**src/rtl/wired_nor_pkg.sv**
```systemverilog
// Shared types and defaults for the wired-NOR request line drivers.
package wired_nor_pkg;

  typedef enum logic [1:0] {
    IDLE     = 2'd0,
    WAIT_GNT = 2'd1,
    HOLD     = 2'd2,
    RELEASE  = 2'd3
  } state_e;

  localparam int         DEF_CHANNELS       = 3;
  localparam logic [2:0] DEF_POLARITY_MASK  = 3'b111;
  localparam int         DEF_TIMEOUT_CYCLES = 255;
  localparam int         DEF_HOLD_CYCLES    = 2;

  // One counter serves both the grant wait and the hold phase, so size it for the larger.
  function automatic int cnt_width(input int timeout_cycles, input int hold_cycles);
    int m;
    m = (timeout_cycles > hold_cycles) ? timeout_cycles : hold_cycles;
    return $clog2(m + 1);
  endfunction

endpackage

```
**src/rtl/wired_nor_req_channel.sv**
```systemverilog
// One request/grant pair: request FSM, shared wait/hold counter and line polarity.
module wired_nor_req_channel
  import wired_nor_pkg::*;
#(
  parameter int   TIMEOUT_CYCLES = DEF_TIMEOUT_CYCLES,
  parameter int   HOLD_CYCLES    = DEF_HOLD_CYCLES,
  parameter logic POLARITY       = 1'b1
) (
  input  logic   clock,
  input  logic   reset,
  input  logic   req_i,
  input  logic   gnt_i,
  output logic   line_o,
  output logic   line_oe_o,
  output logic   ack_o,
  output logic   timeout_o,
  output logic   busy_d_o,
  output state_e state_o
);

  localparam int             CW        = cnt_width(TIMEOUT_CYCLES, HOLD_CYCLES);
  localparam logic [CW-1:0]  TO_LAST   = CW'(TIMEOUT_CYCLES - 1);
  localparam logic [CW-1:0]  HOLD_LAST = CW'(HOLD_CYCLES - 1);

  state_e          state_q, state_d;
  logic [CW-1:0]   cnt_q, cnt_d;
  logic            line_q, oe_q, ack_q, to_q;
  logic            ack_d, to_d, active_d;
  logic            gnt_act;

  assign gnt_act = gnt_i ^ POLARITY;

  always_comb begin
    state_d = state_q;
    cnt_d   = cnt_q;
    ack_d   = 1'b0;
    to_d    = 1'b0;
    case (state_q)
      IDLE: begin
        if (req_i) begin
          state_d = WAIT_GNT;
          cnt_d   = '0;
        end
      end
      // Same-cycle priority: grant beats abort beats timeout.
      WAIT_GNT: begin
        if (gnt_act) begin
          state_d = HOLD;
          cnt_d   = '0;
          ack_d   = 1'b1;
        end else if (!req_i) begin
          state_d = IDLE;
        end else if (cnt_q == TO_LAST) begin
          state_d = IDLE;
          to_d    = 1'b1;
        end else begin
          cnt_d = cnt_q + CW'(1);
        end
      end
      HOLD: begin
        if (cnt_q == HOLD_LAST) state_d = RELEASE;
        else                    cnt_d   = cnt_q + CW'(1);
      end
      RELEASE: begin
        if (!gnt_act) state_d = IDLE;
      end
      default: state_d = IDLE;
    endcase
  end

  assign active_d = (state_d == WAIT_GNT) || (state_d == HOLD);
  assign busy_d_o = (state_d != IDLE);

  always_ff @(posedge clock) begin
    if (reset) begin
      state_q <= IDLE;
      cnt_q   <= '0;
      line_q  <= POLARITY;
      oe_q    <= 1'b0;
      ack_q   <= 1'b0;
      to_q    <= 1'b0;
    end else begin
      state_q <= state_d;
      cnt_q   <= cnt_d;
      line_q  <= active_d ^ POLARITY;
      oe_q    <= active_d;
      ack_q   <= ack_d;
      to_q    <= to_d;
    end
  end

  assign line_o    = line_q;
  assign line_oe_o = oe_q;
  assign ack_o     = ack_q;
  assign timeout_o = to_q;
  assign state_o   = state_q;

endmodule

```
**src/rtl/wired_nor_requester.sv**
```systemverilog
// Drives a bank of wired-NOR request lines, one independent channel per request/grant pair.
module wired_nor_requester
  import wired_nor_pkg::*;
#(
  parameter int                  CHANNELS       = DEF_CHANNELS,
  parameter logic [CHANNELS-1:0] POLARITY_MASK  = CHANNELS'(DEF_POLARITY_MASK),
  parameter int                  TIMEOUT_CYCLES = DEF_TIMEOUT_CYCLES,
  parameter int                  HOLD_CYCLES    = DEF_HOLD_CYCLES
) (
  input  logic                  clock,
  input  logic                  reset,
  input  logic [CHANNELS-1:0]   req_i,
  input  logic [CHANNELS-1:0]   gnt_i,
  output logic [CHANNELS-1:0]   line_o,
  output logic [CHANNELS-1:0]   line_oe_o,
  output logic [CHANNELS-1:0]   ack_o,
  output logic [CHANNELS-1:0]   timeout_o,
  output logic                  busy_o,
  output logic [2*CHANNELS-1:0] dbg_state_o
);

  logic [CHANNELS-1:0] busy_d;
  logic                busy_q;

  for (genvar i = 0; i < CHANNELS; i++) begin : g_ch
    state_e st;
    wired_nor_req_channel #(
      .TIMEOUT_CYCLES (TIMEOUT_CYCLES),
      .HOLD_CYCLES    (HOLD_CYCLES),
      .POLARITY       (POLARITY_MASK[i])
    ) u_ch (
      .clock     (clock),
      .reset     (reset),
      .req_i     (req_i[i]),
      .gnt_i     (gnt_i[i]),
      .line_o    (line_o[i]),
      .line_oe_o (line_oe_o[i]),
      .ack_o     (ack_o[i]),
      .timeout_o (timeout_o[i]),
      .busy_d_o  (busy_d[i]),
      .state_o   (st)
    );
    assign dbg_state_o[2*i +: 2] = st;
  end

  // Registered from the channels' next states so busy lines up with their registered outputs.
  always_ff @(posedge clock) begin
    if (reset) busy_q <= 1'b0;
    else       busy_q <= |busy_d;
  end

  assign busy_o = busy_q;

endmodule

```
**config.mk**
```make
export PLATFORM = sky130hd
export DESIGN_NAME = wired_nor_requester
export DESIGN_NICKNAME = d
export VERILOG_FILES = /design/src/rtl/wired_nor_pkg.sv /design/src/rtl/wired_nor_req_channel.sv /design/src/rtl/wired_nor_requester.sv
export SDC_FILE = /design/constraint.sdc
export NUM_CORES = 1
export LEC_CHECK = 0
export ABC_CLOCK_PERIOD_IN_PS = 3400
export CORE_UTILIZATION = 45
export CTS_CLUSTER_DIAMETER = 60
export DETAILED_ROUTE_END_ITERATION = 8
export PLACE_DENSITY = 0.74
export SLEW_MARGIN = 0
export SYNTH_ARGS = -nofsm -noshare
export SYNTH_HDL_FRONTEND = slang
export SYNTH_SLANG_ARGS = --single-unit
```
**constraint.sdc**
```tcl
create_clock -name clock -period 3.4 [get_ports clock]
set_input_delay 0.68 -clock clock [delete_from_list [all_inputs] [get_ports clock]]
set_output_delay 0.68 -clock clock [all_outputs]
set_load 0.01 [all_outputs]
```
==> flow_metrics.tcl, run 1 <==
set metrics [dict create \
    dp_hpwl_microns 4560 \
    dr.pass1.iters 5 \
    cts_tree "done" \
    cp_slowest_cell "o21bai_1" \
    clock-sinks 43 \
    avgSynthCellArea_sq_um 8.46 \
    maxCapViolCount 0 \
    final_core_util 0.529 \
    row_count 28 \
    cp-startpoint "g_ch[2].u_ch.state_o[0]" \
    ant_nets 0 \
    die_w_microns 81.4 \
    p_per_area_nw_per_um2 475 \
    fin_ws_ps 984 \
    cp.arrival_ps 2580 \
    area_growth_pct 11.8 \
    syn_inst 335 \
    coreArea_sq_um 5990 \
    path_class "reg2reg" \
    worstPathMaxFanout 11 \
    setup_viol 0 \
    synth_edf_count 0 \
    diodes 0 \
    hold_viol 0 \
    grt_pass1_wl_microns 10700 \
    syn_nets 370 \
    async_reset_ff_frac 0 \
    synthDistinctLibCells 55 \
    post_cts_buffers 0 \
    ctsResizeCount 0 \
    rr_worst_depth 6 \
    syn-cell-area_sq_um 2840 \
    port_buffers 26 \
    drive_above_1_share 0.0429 \
    dp_slack_ps 864 \
    cts.clk_slew.worst_paths_ps 80 \
    fin_crit_ps 2420 \
    hold_slack_ps 517 \
    grt_max_degree 29 \
    wl_per_cell_microns 15.3 \
    finClkSkew_ps 3.10 \
    grt_use_total 0.205 \
    pin_count 27 \
    status "complete, no violations" \
    max-vdd-ir-drop_mv 0.344 \
    worst_pin_slew_ps 774 \
    drc 0 \
    drt_first_iter_violations 376 \
    fin_crit_sh 0.710 \
    clock.fmax_mhz 414 \
    die_area_sq_um 6620 \
    clkLatencyLatePin_ps 290 \
    start_util 0.473 \
    antenna_found_initial 0 \
    drv_slew 0 \
    cp.required_ps 3570 \
    path_cells "inv_1, ha_1, or4bb_1, o21bai_1, nand4b_1, o32ai_1" \
    grt_overflow 0 \
    r2r_start "g_ch[2].u_ch.state_o[0]" \
    yosysSeqAreaShare 0.304 \
    vias 2649 \
    wl_microns 6520 \
    slew-limit-headroom 0.484 \
    cts_inserted_buffers 5 \
    vias_per_cell 6.23 \
    grt_pass1_vias 2329 \
    holdCritPathClass "reg2reg" \
    htree_num_levels 2 \
    rsz0062_at_grt "false" \
    layout_commonest_cell "dfxtp_1" \
    clockBufferDepth 2 \
    setup_tns_ps 0 \
    root_buffer "clkbuf_8" \
    place.gp.congestion 0.890 \
    cts_hold_buf 0 \
    startpoint_type "flop" \
    critical-path-max-stage-delay_ps 620 \
    ys_ff_latch 43 \
    synth_ff_type "dfxtp_1" \
    r2r_setup_slack_ps 980 \
    ys_warn_count 0 \
    fillCellCount 551 \
    final_cell_mix "43 x dfxtp_1, 27 x ha_1, 26 x inv_1, 26 x clkdlybuf4s50_1, 21 x a21oi_1" \
    r2r_end "g_ch[2].u_ch.cnt_q[7]" \
    cp-endpoint "g_ch[2].u_ch.cnt_q[7]" \
    p_leak_nw 1.15 \
    die_y_microns 81.4 \
    worst_setup_path_end_kind "flop" \
    final_nets 385 \
]
[per-layer routing]
layer	GRT usage	share of wire
met5	0	0
met1	0.279	0.47
met3	0.0360	0.059
met4	0.0536	0.0072
met2	0.332	0.46
[power breakdown]
group	internal [mW]	switching, mW	total, mW	leakage [nW]
clock network	0.215	0.170	0.386	0.0513
logic	0.234	0.300	0.535	0.753
registers	0.553	0.0326	0.585	0.349
total	1.00	0.503	1.51	1.15
[worst min-delay path by stage]
stage	cells after the start	end	startpoint	slack, ps
after global placement	2	g_ch[2].u_ch.cnt_q[6]	g_ch[2].u_ch.cnt_q[6]	490
after detailed placement	1	g_ch[1].u_ch.cnt_q[7]	g_ch[1].u_ch.cnt_q[7]	490
final	2	g_ch[2].u_ch.cnt_q[6]	g_ch[2].u_ch.cnt_q[6]	520
after floorplan	2	g_ch[2].u_ch.cnt_q[4]	g_ch[2].u_ch.cnt_q[4]	460
after global routing	2	g_ch[2].u_ch.cnt_q[7]	g_ch[2].u_ch.cnt_q[7]	540
after CTS	1	g_ch[1].u_ch.cnt_q[7]	g_ch[1].u_ch.cnt_q[7]	510
[synthesized netlist by cell type (4+ instances only)]
cell	instances	share of area
clkbuf_1	5	0.0066
nand4_1	9	0.020
a211oi_1	10	0.026
or4_1	5	0.013
and2_1	4	0.0088
o311ai_0	4	0.012
and3_1	10	0.022
nand4b_1	4	0.012
ha_1	27	0.12
nand3_1	17	0.030
o31ai_1	6	0.016
nor3b_1	4	0.011
o41ai_1	8	0.025
or3_1	4	0.0088
nor2b_1	6	0.013
nor4_1	8	0.018
inv_1	26	0.034
a21o_1	5	0.013
dfxtp_1	43	0.30
nor3_1	7	0.012
o32ai_1	8	0.025
buf_4	12	0.032
a21oi_1	21	0.037
o21ai_0	10	0.018
nor2_1	14	0.019
nand2_1	17	0.023
[area by class of cell]
type                    instances  area (sq um)  share of cell area
flip-flops and latches         43           861               0.272
multi-input cells             245          1740               0.548
inverters                      27           101              0.0320
clock inverters                 1          30.0             0.00947
repair buffers                 28           275              0.0868
well taps                      75          93.8              0.0296
clock buffers                   6          72.6              0.0229
[registers in the layout, indices dropped and copies added, names as in the netlist]
signal	cells
g_ch.u_ch.timeout_o	3
g_ch.u_ch.line_oe_o	3
g_ch.u_ch.line_o	3
g_ch.u_ch.ack_o	3
g_ch.u_ch.state_o	6
busy_o	1
g_ch.u_ch.cnt_q	24
[critical path: cells and delay by family, from the launching register on]
family          cells  cell delay (ps)
flops               1              360
buf+inv             1              140
simple gates        2              770
fa+ha+maj           1              260
compound gates      2              760
[through the flow]
| step | total power, mW | cell area [sq um] | cells |
|---|---|---|---|
| floorplan | 0.965 | 2840 | 335 |
| global placement | 1.11 | 3070 | 418 |
| detailed placement | 1.12 | 3070 | 418 |
| CTS | 1.51 | 3170 | 425 |
| global route | 1.60 | 3170 | 425 |
| finish | 1.51 | 3170 | 425 |
[kinds of logic after synthesis]
family | Yosys count | share of synthesized area
adder cells (fa/ha/maj) | 27 | 0.119
flip-flops | 43 | 0.304
buffers and inverters | 47 | 0.0838
AND/OR/NAND/NOR | 123 | 0.253
AO/OA/AOI/OAI | 95 | 0.240
No activity file was read; power rests on OpenSTA's default activity.
==> inputs of run 2 (changes only) <==
--- a/config.mk
+++ b/config.mk
@@ -5,7 +5,7 @@
 export SDC_FILE = /design/constraint.sdc
 export NUM_CORES = 1
 export LEC_CHECK = 0
-export ABC_CLOCK_PERIOD_IN_PS = 3400
+export ABC_CLOCK_PERIOD_IN_PS = 2530
 export CORE_UTILIZATION = 45
 export CTS_CLUSTER_DIAMETER = 60
 export DETAILED_ROUTE_END_ITERATION = 8
==> constraint.sdc (replaced) <==
create_clock -name clock -period 2.53 [get_ports clock]
set_input_delay 0.506 -clock clock [delete_from_list [all_inputs] [get_ports clock]]
set_output_delay 0.506 -clock clock [all_outputs]
set_load 0.01 [all_outputs]
==> run 2 against run 1 <==
Worst setup slack lost 750 ps. Fmax grew 5.2%. Via count up 0.60%. Wire length grew 0.48%. Critical path depth up 3. Sequential power grew 35%. Global-route usage up 0.30 points.
==> flow_metrics.tcl, run 2 (synthesis gave the netlist of run 1 again) <==
set metrics [dict create \
    status "complete, no violations" \
    cts.clk_slew.worst_paths_ps 80 \
    port_buffers 26 \
    cp.arrival_ps 2480 \
    vias 2665 \
    area_growth_pct 13.4 \
    cts_tree "done" \
    startpoint_type "flop" \
    place.gp.congestion 0.901 \
    coreArea_sq_um 5990 \
    vias_per_cell 6.20 \
    pin_count 27 \
    finClkSkew_ps 14.1 \
    ant_nets 0 \
    row_count 28 \
    cp_slowest_cell "or4bb_1" \
    p_leak_nw 1.18 \
    grt_use_total 0.208 \
    setup_tns_ps 0 \
    root_buffer "clkbuf_8" \
    die_area_sq_um 6620 \
    final_nets 389 \
    rsz0062_at_grt "false" \
    hold_viol 0 \
    power_mw 2.07 \
    largest_reg_flops 24 \
    p_per_area_nw_per_um2 644 \
    final_cell_mix "43 x dfxtp_1, 27 x ha_1, 26 x inv_1, 26 x clkdlybuf4s50_1, 21 x a21oi_1" \
    holdCritPathClass "reg2reg" \
    fin_crit_sh 0.907 \
    grt_max_degree 16 \
    maxCapViolCount 0 \
    drt_first_iter_violations 243 \
    top_register "g_ch.u_ch.cnt_q" \
    diodes 0 \
    grt_pass1_vias 2409 \
    post_cts_buffers 0 \
    dpl_cell_area_sq_um 3100 \
    die_y_microns 81.4 \
    cts_inserted_buffers 5 \
    clock-sinks 43 \
    hold_depth 2 \
    worst-path-stages 9 \
    drv_slew 0 \
    clockBufferDepth 2 \
    path_cells "inv_1, ha_1, or4bb_1, nor3_1, o32ai_1, and2_1, ha_1, nor2b_1, inv_1" \
    grt_pass1_wl_microns 10900 \
    fin_crit_ps 2300 \
    htree_num_levels 2 \
    fin_ws_ps 234 \
    final_core_util 0.537 \
    cp.required_ps 2710 \
    wl_per_cell_microns 15.2 \
    clkLatencyLatePin_ps 300 \
    dp_hpwl_microns 4710 \
    wl_microns 6550 \
    setup_viol 0 \
    layout_commonest_cell "dfxtp_1" \
    dr.pass1.iters 5 \
    path_class "reg2reg" \
    clock.fmax_mhz 436 \
    worst_pin_slew_ps 646 \
    max-vdd-ir-drop_mv 0.358 \
    cts_hold_buf 0 \
    slew-limit-headroom 0.568 \
    drive_above_1_share 0.0592 \
    die_w_microns 81.4 \
    path_buf_inv 2 \
    start_util 0.473 \
    rr_worst_depth 9 \
    dp_slack_ps 161 \
    worstPathMaxFanout 5 \
    critical-path-max-stage-delay_ps 440 \
    antenna_found_initial 0 \
    final_cell_area_sq_um 3220 \
    grt_overflow 0 \
    worst_setup_path_end_kind "flop" \
    drc 0 \
    ctsResizeCount 0 \
    crit_family "simple AND/OR/NAND/NOR gates" \
]
-- run 2: cell count changes in the layout (fill, tap and decap cells not counted), sizes merged --
cell    delta
clkinv     +1
buf        +4
-- run 2: cell type report --
class | count | area (sq um)
clock buffers | 6 | 82.6
flip-flops and latches | 43 | 861
well taps | 75 | 93.8
fillers | 585 | 2780
repair buffers | 32 | 305
clock inverters | 2 | 35.0
multi-input cells | 245 | 1740
inverters | 27 | 101
-- run 2: through the flow --
step           std cells  hold WS [ps]
2_1_floorplan        335           459
3_3_place_gp         422           496
3_5_place_dp         422           500
4_1_cts              430           511
5_1_grt              430           546
6_report             430           517
-- run 2: worst paths after layout --
check                                from               endpoint  slack, ps
hold / removal      g_ch[2].u_ch.cnt_q[6]  g_ch[2].u_ch.cnt_q[6]        520
setup / recovery  g_ch[2].u_ch.state_o[0]    g_ch[2].u_ch.line_o        230
hold reg to reg     g_ch[2].u_ch.cnt_q[6]  g_ch[2].u_ch.cnt_q[6]        520
setup reg to reg  g_ch[2].u_ch.state_o[0]    g_ch[2].u_ch.line_o        230
-- run 2: routing by layer --
| metal | track usage | vias up | share of wire |
|---|---|---|---|
| li1 | - | 1307 | - |
| met1 | 0.277 | 1278 | 0.49 |
| met2 | 0.339 | 76 | 0.47 |
| met3 | 0.0371 | 4 | 0.041 |
| met4 | 0.0643 | 0 | 0.0055 |
| met5 | 0 | - | 0 |
-- run 2: where the power goes --
part | total, mW | switching, mW | internal, mW
clock | 0.560 | 0.241 | 0.320
sequential | 0.790 | 0.0468 | 0.743
combinational | 0.722 | 0.402 | 0.320
-- run 2: worst min-delay path: stages, from the launching register on --
cell	delay, ps
dfxtp_1	340
inv_1	60
o32ai_1	70
